$ cat config.mk
export PLATFORM = sky130hd
export DESIGN_NAME = match_state_ctrl
export DESIGN_NICKNAME = d
export VERILOG_FILES = /design/src/rtl/tron_game_pkg.sv /design/src/rtl/key_press_detect.sv /design/src/rtl/match_state_ctrl.sv
export SDC_FILE = /design/constraint.sdc
export NUM_CORES = 1
export LEC_CHECK = 0
export BUFFER_PORTS_ARGS = -buffer_cell sky130_fd_sc_hd__buf_4
export CAP_MARGIN = 40
export CORE_ASPECT_RATIO = 1.5
export CORE_MARGIN = 8
export CORE_UTILIZATION = 25
export CTS_CLUSTER_DIAMETER = 40
export DETAILED_ROUTE_END_ITERATION = 6
export PLACE_DENSITY = 0.47
export SLEW_MARGIN = 15
export SYNTH_ARGS = -nofsm -noshare
export SYNTH_HDL_FRONTEND = slang
export SYNTH_SLANG_ARGS = --single-unit
$ cat constraint.sdc
create_clock -name Clk -period 2.54 [get_ports Clk]
set_input_delay 0.254 -clock Clk [delete_from_list [all_inputs] [get_ports Clk]]
set_output_delay 0.254 -clock Clk [all_outputs]
set_load 0.005 [all_outputs]
$ cat src/rtl/tron_game_pkg.sv
`default_nettype none
// ============================================================================
// Module      : tron_game_pkg
// Description : Shared game state and screen encodings, plus the keyboard
//               keycode constants used by the Tron match controller.
// Revision    : 1.0 - initial release
// ============================================================================
package tron_game_pkg;

    typedef enum logic [2:0] {
        MENU          = 3'd0,
        ROUND_PAUSED  = 3'd1,
        ROUND_STARTED = 3'd2,
        ROUND_OVER    = 3'd3,
        MATCH_OVER    = 3'd4
    } game_state_t;

    typedef enum logic [2:0] {
        SCR_MENU         = 3'd0,
        SCR_MAP          = 3'd1,
        SCR_ROUND_RESULT = 3'd2,
        SCR_MATCH_RESULT = 3'd3
    } screen_t;

    localparam logic [7:0] KEY_ENTER = 8'h28;
    localparam logic [7:0] KEY_UP    = 8'h52;
    localparam logic [7:0] KEY_DOWN  = 8'h51;

    // Paused and running rounds share the map backdrop.
    function automatic screen_t screen_of(input game_state_t st);
        case (st)
            ROUND_PAUSED,
            ROUND_STARTED: screen_of = SCR_MAP;
            ROUND_OVER:    screen_of = SCR_ROUND_RESULT;
            MATCH_OVER:    screen_of = SCR_MATCH_RESULT;
            default:       screen_of = SCR_MENU;
        endcase
    endfunction

endpackage
`default_nettype wire

$ cat src/rtl/key_press_detect.sv
`default_nettype none
// ============================================================================
// Module      : key_press_detect
// Description : Registers the previous keycode and emits one-cycle press
//               strobes for ENTER, UP and DOWN; a held key fires only once.
// Revision    : 1.0 - initial release
// ============================================================================
module key_press_detect
    import tron_game_pkg::*;
(
    input  logic       Clk,
    input  logic       Reset,
    input  logic       Reset_Game,
    input  logic [7:0] keycode,
    output logic       enter_o,
    output logic       up_o,
    output logic       down_o
);

    logic [7:0] prev_key_q;
    logic       new_key;

    always_ff @(posedge Clk or posedge Reset) begin
        if (Reset) begin
            prev_key_q <= 8'h00;
        end else if (Reset_Game) begin
            prev_key_q <= 8'h00;
        end else begin
            prev_key_q <= keycode;
        end
    end

    assign new_key = (keycode != prev_key_q);
    assign enter_o = new_key && (keycode == KEY_ENTER);
    assign up_o    = new_key && (keycode == KEY_UP);
    assign down_o  = new_key && (keycode == KEY_DOWN);

endmodule
`default_nettype wire

$ cat src/rtl/match_state_ctrl.sv
`default_nettype none
// ============================================================================
// Module      : match_state_ctrl
// Description : N-player Tron match controller: map menu, pause/start, crash
//               tracking, scoring, first-to-WINS_TO_MATCH match end.
//               Define MATCH_PAUSE_EN to allow pausing a running round.
// Revision    : 1.0 - initial release
// ============================================================================
module match_state_ctrl
    import tron_game_pkg::*;
#(
    parameter int NUM_PLAYERS   = 2,
    parameter int NUM_MAPS      = 4,
    parameter int WINS_TO_MATCH = 3,
    parameter int SCORE_W       = 4,
    localparam int MAP_W        = (NUM_MAPS > 1) ? $clog2(NUM_MAPS) : 1,
    localparam int WIN_W        = $clog2(NUM_PLAYERS)
) (
    input  logic                           Clk,
    input  logic                           Reset,
    input  logic                           Reset_Game,
    input  logic [7:0]                     keycode,
    input  logic [NUM_PLAYERS-1:0]         crash,
    output logic [2:0]                     game_state,
    output logic [MAP_W-1:0]               map_sel,
    output logic [2:0]                     screen_sel,
    output logic                           load_background,
    output logic                           round_active,
    output logic [NUM_PLAYERS-1:0]         alive,
    output logic [NUM_PLAYERS*SCORE_W-1:0] scores,
    output logic [WIN_W-1:0]               winner,
    output logic                           winner_vld
);

    localparam logic [MAP_W-1:0]   MAP_LAST  = MAP_W'(NUM_MAPS - 1);
    localparam logic [SCORE_W-1:0] SCORE_MAX = {SCORE_W{1'b1}};
    localparam logic [SCORE_W-1:0] WINS_C    = SCORE_W'(WINS_TO_MATCH);

    game_state_t                   state_q, state_d;
    screen_t                       screen_q, screen_d;
    logic [MAP_W-1:0]              map_q, map_d;
    logic [NUM_PLAYERS-1:0]        alive_q, alive_d;
    logic [NUM_PLAYERS*SCORE_W-1:0] scores_q, scores_d;
    logic [WIN_W-1:0]              winner_q, winner_d;
    logic                          win_vld_q, win_vld_d;
    logic                          load_q, load_d;
    logic                          active_q, active_d;

    logic                          key_enter, key_up, key_down;
    logic [NUM_PLAYERS-1:0]        alive_next;
    logic [2:0]                    survivors;
    logic [WIN_W-1:0]              win_idx;
    logic [SCORE_W-1:0]            win_score;
    logic [NUM_PLAYERS*SCORE_W-1:0] scores_won;

    function automatic logic [2:0] popcount(input logic [NUM_PLAYERS-1:0] v);
        logic [2:0] cnt;
        cnt = 3'd0;
        for (int i = 0; i < NUM_PLAYERS; i++) begin
            cnt = cnt + 3'(v[i]);
        end
        return cnt;
    endfunction

    function automatic logic [WIN_W-1:0] survivor_idx(input logic [NUM_PLAYERS-1:0] v);
        logic [WIN_W-1:0] idx;
        idx = '0;
        for (int i = 0; i < NUM_PLAYERS; i++) begin
            if (v[i]) begin
                idx = WIN_W'(i);
            end
        end
        return idx;
    endfunction

    key_press_detect u_keys (
        .Clk        (Clk),
        .Reset      (Reset),
        .Reset_Game (Reset_Game),
        .keycode    (keycode),
        .enter_o    (key_enter),
        .up_o       (key_up),
        .down_o     (key_down)
    );

    always_comb begin
        state_d    = state_q;
        map_d      = map_q;
        alive_d    = alive_q;
        scores_d   = scores_q;
        winner_d   = winner_q;
        win_vld_d  = win_vld_q;
        load_d     = 1'b0;

        // Dead players' crash bits drop out through the AND with alive_q.
        alive_next = alive_q & ~crash;
        survivors  = popcount(alive_next);
        win_idx    = survivor_idx(alive_next);
        win_score  = '0;
        scores_won = scores_q;
        for (int i = 0; i < NUM_PLAYERS; i++) begin
            if (alive_next[i]) begin
                win_score = (scores_q[i*SCORE_W +: SCORE_W] == SCORE_MAX) ?
                            SCORE_MAX : scores_q[i*SCORE_W +: SCORE_W] + 1'b1;
                scores_won[i*SCORE_W +: SCORE_W] = win_score;
            end
        end

        case (state_q)
            MENU: begin
                if (key_up) begin
                    map_d = (map_q == MAP_LAST) ? '0 : map_q + 1'b1;
                end else if (key_down) begin
                    map_d = (map_q == '0) ? MAP_LAST : map_q - 1'b1;
                end else if (key_enter) begin
                    state_d  = ROUND_PAUSED;
                    scores_d = '0;
                    alive_d  = '1;
                    load_d   = 1'b1;
                end
            end
            ROUND_PAUSED: begin
                if (key_enter) begin
                    state_d = ROUND_STARTED;
                end
            end
            ROUND_STARTED: begin
                alive_d = alive_next;
                if (survivors == 3'd1) begin
                    scores_d  = scores_won;
                    winner_d  = win_idx;
                    win_vld_d = 1'b1;
                    load_d    = 1'b1;
                    state_d   = (win_score >= WINS_C) ? MATCH_OVER : ROUND_OVER;
                end else if (survivors == 3'd0) begin
                    win_vld_d = 1'b0;
                    load_d    = 1'b1;
                    state_d   = ROUND_OVER;
                end
`ifdef MATCH_PAUSE_EN
                else if (key_enter && ((alive_q & crash) == '0)) begin
                    state_d = ROUND_PAUSED;
                end
`else
`endif
            end
            ROUND_OVER: begin
                if (key_enter) begin
                    state_d   = ROUND_PAUSED;
                    alive_d   = '1;
                    win_vld_d = 1'b0;
                    load_d    = 1'b1;
                end
            end
            MATCH_OVER: begin
                if (key_enter) begin
                    state_d   = MENU;
                    scores_d  = '0;
                    alive_d   = '1;
                    win_vld_d = 1'b0;
                    load_d    = 1'b1;
                end
            end
            default: begin
                state_d = MENU;
            end
        endcase

        screen_d = screen_of(state_d);
        active_d = (state_d == ROUND_STARTED);
    end

    always_ff @(posedge Clk or posedge Reset) begin
        if (Reset) begin
            state_q   <= MENU;
            screen_q  <= SCR_MENU;
            map_q     <= '0;
            alive_q   <= '1;
            scores_q  <= '0;
            winner_q  <= '0;
            win_vld_q <= 1'b0;
            load_q    <= 1'b0;
            active_q  <= 1'b0;
        end else if (Reset_Game) begin
            state_q   <= MENU;
            screen_q  <= SCR_MENU;
            map_q     <= '0;
            alive_q   <= '1;
            scores_q  <= '0;
            winner_q  <= '0;
            win_vld_q <= 1'b0;
            load_q    <= 1'b0;
            active_q  <= 1'b0;
        end else begin
            state_q   <= state_d;
            screen_q  <= screen_d;
            map_q     <= map_d;
            alive_q   <= alive_d;
            scores_q  <= scores_d;
            winner_q  <= winner_d;
            win_vld_q <= win_vld_d;
            load_q    <= load_d;
            active_q  <= active_d;
        end
    end

    assign game_state      = state_q;
    assign screen_sel      = screen_q;
    assign map_sel         = map_q;
    assign alive           = alive_q;
    assign scores          = scores_q;
    assign winner          = winner_q;
    assign winner_vld      = win_vld_q;
    assign load_background = load_q;
    assign round_active    = active_q;

endmodule
`default_nettype wire
==> run metrics <==
vias in the first global route=1,767; cts repair resizes=0; PortBufs=33; sum of buffers and inverters on the critical path=1; library cells used by synthesis=56; CP Cell Sequence=nor2b_1 -> inv_1 -> ha_1 -> nand2b_1 -> a31o_2 -> a2111o_1 -> nand2_1 -> mux2_2; chip height=121 um; crit-path max FO=5; Clock power frac=0.427; Critical Path Sink Type=flop; Int Pwr=~760 uW; Max Freq=0.422 GHz; 1st-iter DRT viols=67; largest net degree at the start of global routing=30; final hold vios=0; dominant synthesized flop cell=dfrtp_1; Max-Cap Viols=0; Clock Sinks=29; Synth area leader=dfrtp_1; Starting Density=0.257; critical path startpoint=alive[1]$_DFFE_PP1P_; FF+latch count, synth=29; Post-CTS Setup Repair Bufs=0; Fillers=776; Synth Net Count=~220; via count=approximately 1,700; status=complete, no violations; critical path launch point type=flop; Worst Tran Pin Value=0.617 ns; fin nets=261; switch share=0.249; total global routing track utilization=0.110; CTS root buffer=clkbuf_8; antenna fix cells=0; GRT Residual Overflow=0; Synth top area share=0.366; worst r2r src=alive[1]$_DFFE_PP1P_; syn_area_per_cell=9.13 um^2; multi-input gate area in the final layout=0.00104 mm^2; Final ANT Viol Nets=0; Hold WS=between 0.04 and 0.05 ns; width of the chip=86.1 um; Rows=38; Syn-to-layout area delta=28.3%; top-count cell post-synth=dfrtp_1; mapped cell area=0.00184 mm^2; top cells by area, synth=dfrtp_1 37%, nor2_1 4.1%, nor2b_1 4.1%, nand2_1 3.9%, xor2_1 3.8%; Via density=4.81; Final TNS setup=0 ns; Slowest Stage Delay on Critical Path=0.55 ns; Clock Pin Slew Worst Setup and Hold Paths=~0.070 ns; leakage power=0.00106 uW; Critical Path Stages=8; average routed wire per standard cell=~16 um; hold_buf cts=0; largest buffer count on any clock path=2; Seq/Total Area, Yosys=0.395; total power divided by cell area=427 mW/mm^2; Gate Count Post-Synth=between 200 and 250; Post-synth EDFFs=0; Final Slew Violations=0; Ys Warns=0; WS Path Type=flop to flop; min cycle time layout=around 2.4 ns; die area=0.0104 mm^2; slew margin rel.=0.584; Final period util=0.934; TritonCTS buffer count=5; WL final=between 5000 and 6000 um; first-pass GRT wire length=8980 um; Clock H-tree levels=2; Critical Path AT=2.55 ns; Reg power frac=0.467; initial antenna violation count=0; Final setup viols=0; Boundary Pins=35; Worst Skew=between 0.009 and 0.01 ns; gp weighted congestion=about 0.80; RSZ-0062 raised after global routing=no; CTS tree=built; CP max-delay cell=dfstp_2; share of post-route cells with drive strength above 1=0.290; worst hold path class=input pin to async pin; worst-skew pair later-pin latency=0.29 ns; R2R depth=8; maximum vdd drop=170 uV; ys async rst share=1.00; post-DP HPWL=about 4200 um; switching power=252 uW; drt drc=0; Combinational Power Share=0.106; CP required=around 2.7 ns; Worst path top cell family by delay=compound AO/OA/AOI/OAI gates; core area=slightly above 0.007 mm^2; DR pass1 iterations=4; commonest cells in the netlist=27 x dfrtp_1, 20 x nor2_1, 19 x nand2_1, 12 x a21oi_1, 12 x nor2b_1; register area=roughly 730 um^2
## through the flow
stage	total power, uW	setup slack, ns	util	area (um^2)	std cells
after detailed placement	589	0.166	0.315	2260	337
after floorplan	542	0.0212	-	1840	202
after CTS	1030	0.149	0.330	2370	345
after global routing	1060	0.00462	0.330	2370	345
final	1010	0.169	0.330	2370	345
after global placement	590	0.232	0.315	2260	337
## sequential cells by signal (all words and copies together) (netlist names)
register	count
u_keys.prev_key_q	8
scores	8
round_active	1
load_background	1
winner_vld	1
alive	2
game_state	3
winner	1
screen_sel	2
map_sel	2
## power by group through the flow
stage                     Clock, uW  Sequential (uW)  Combinational, uW
final                           431              472                107
after global routing            466              472                119
after CTS                       445              472                110
after detailed placement          0              480                109
after global placement            0              480                110
after floorplan                   0              480               61.9
## cell families after synthesis
| group | synth area share |
|---|---|
| AO/OA/AOI/OAI | 0.199 |
| XOR/XNOR | 0.0617 |
| adder cells (fa/ha/maj) | 0.0271 |
| buffers and inverters | 0.0434 |
| flip-flops | 0.395 |
| multiplexers | 0.0298 |
| other | 0.00203 |
| AND/OR/NAND/NOR | 0.242 |
## worst reg2reg max path: cells and delay by family (launching register included)
| family | cells | cell delay (ns) |
|---|---|---|
| AO/OA/AOI/OAI | 2 | 0.67 |
| adder cells (fa/ha/maj) | 1 | 0.29 |
| buffers and inverters | 1 | 0.07 |
| flip-flops | 1 | 0.55 |
| multiplexers | 1 | 0.34 |
| AND/OR/NAND/NOR | 3 | 0.35 |
## layout by cell type (no fill, tap or decap), types with 3 or more instances in the layout
cell      instances
nor3_1            4
a21oi_1          12
dfrtp_1          27
xor2_1            8
mux2_2            4
xnor2_1           5
ha_1              4
buf_4            45
o41ai_1           4
nand2b_1          3
nor2_1           20
and3_1            3
nor2b_1          12
nand2_1          19
a31oi_1           6
inv_1            10
clkbuf_8          7
## routing by layer
| metal | global-route usage | vias up | wire length (um) |
|---|---|---|---|
| li1 | - | 813 | - |
| met1 | 0.109 | 814 | 2060 |
| met2 | 0.210 | 26 | 3090 |
| met3 | 0.0258 | 7 | 198 |
| met4 | 0.0485 | 0 | 107 |
| met5 | 0 | - | 0 |
## final timing paths
| kind | slack (ns) | to |
|---|---|---|
| min in group Clk | 0.20 | u_keys.prev_key_q[7]$_DFF_PP0_ |
| worst min-delay path | 0.04 | scores[3]$_DFFE_PP0P_ |
| worst max register to register | 0.17 | scores[0]$_DFFE_PP0P_ |
| worst max-delay path | 0.17 | scores[0]$_DFFE_PP0P_ |
| worst min register to register | 0.56 | winner$_DFFE_PP0P_ |
| max in group asynchronous | 2.18 | alive[1]$_DFFE_PP1P_ |
## final cells by class
type | count | area share
inverter | 10 | 0.0159
clock buffer | 7 | 0.0407
sequential | 29 | 0.308
tap | 100 | 0.0529
timing repair buffer | 45 | 0.143
clock inverter | 1 | 0.00212
multi-input combinational | 153 | 0.438
Power figures use the tool's default switching activity.
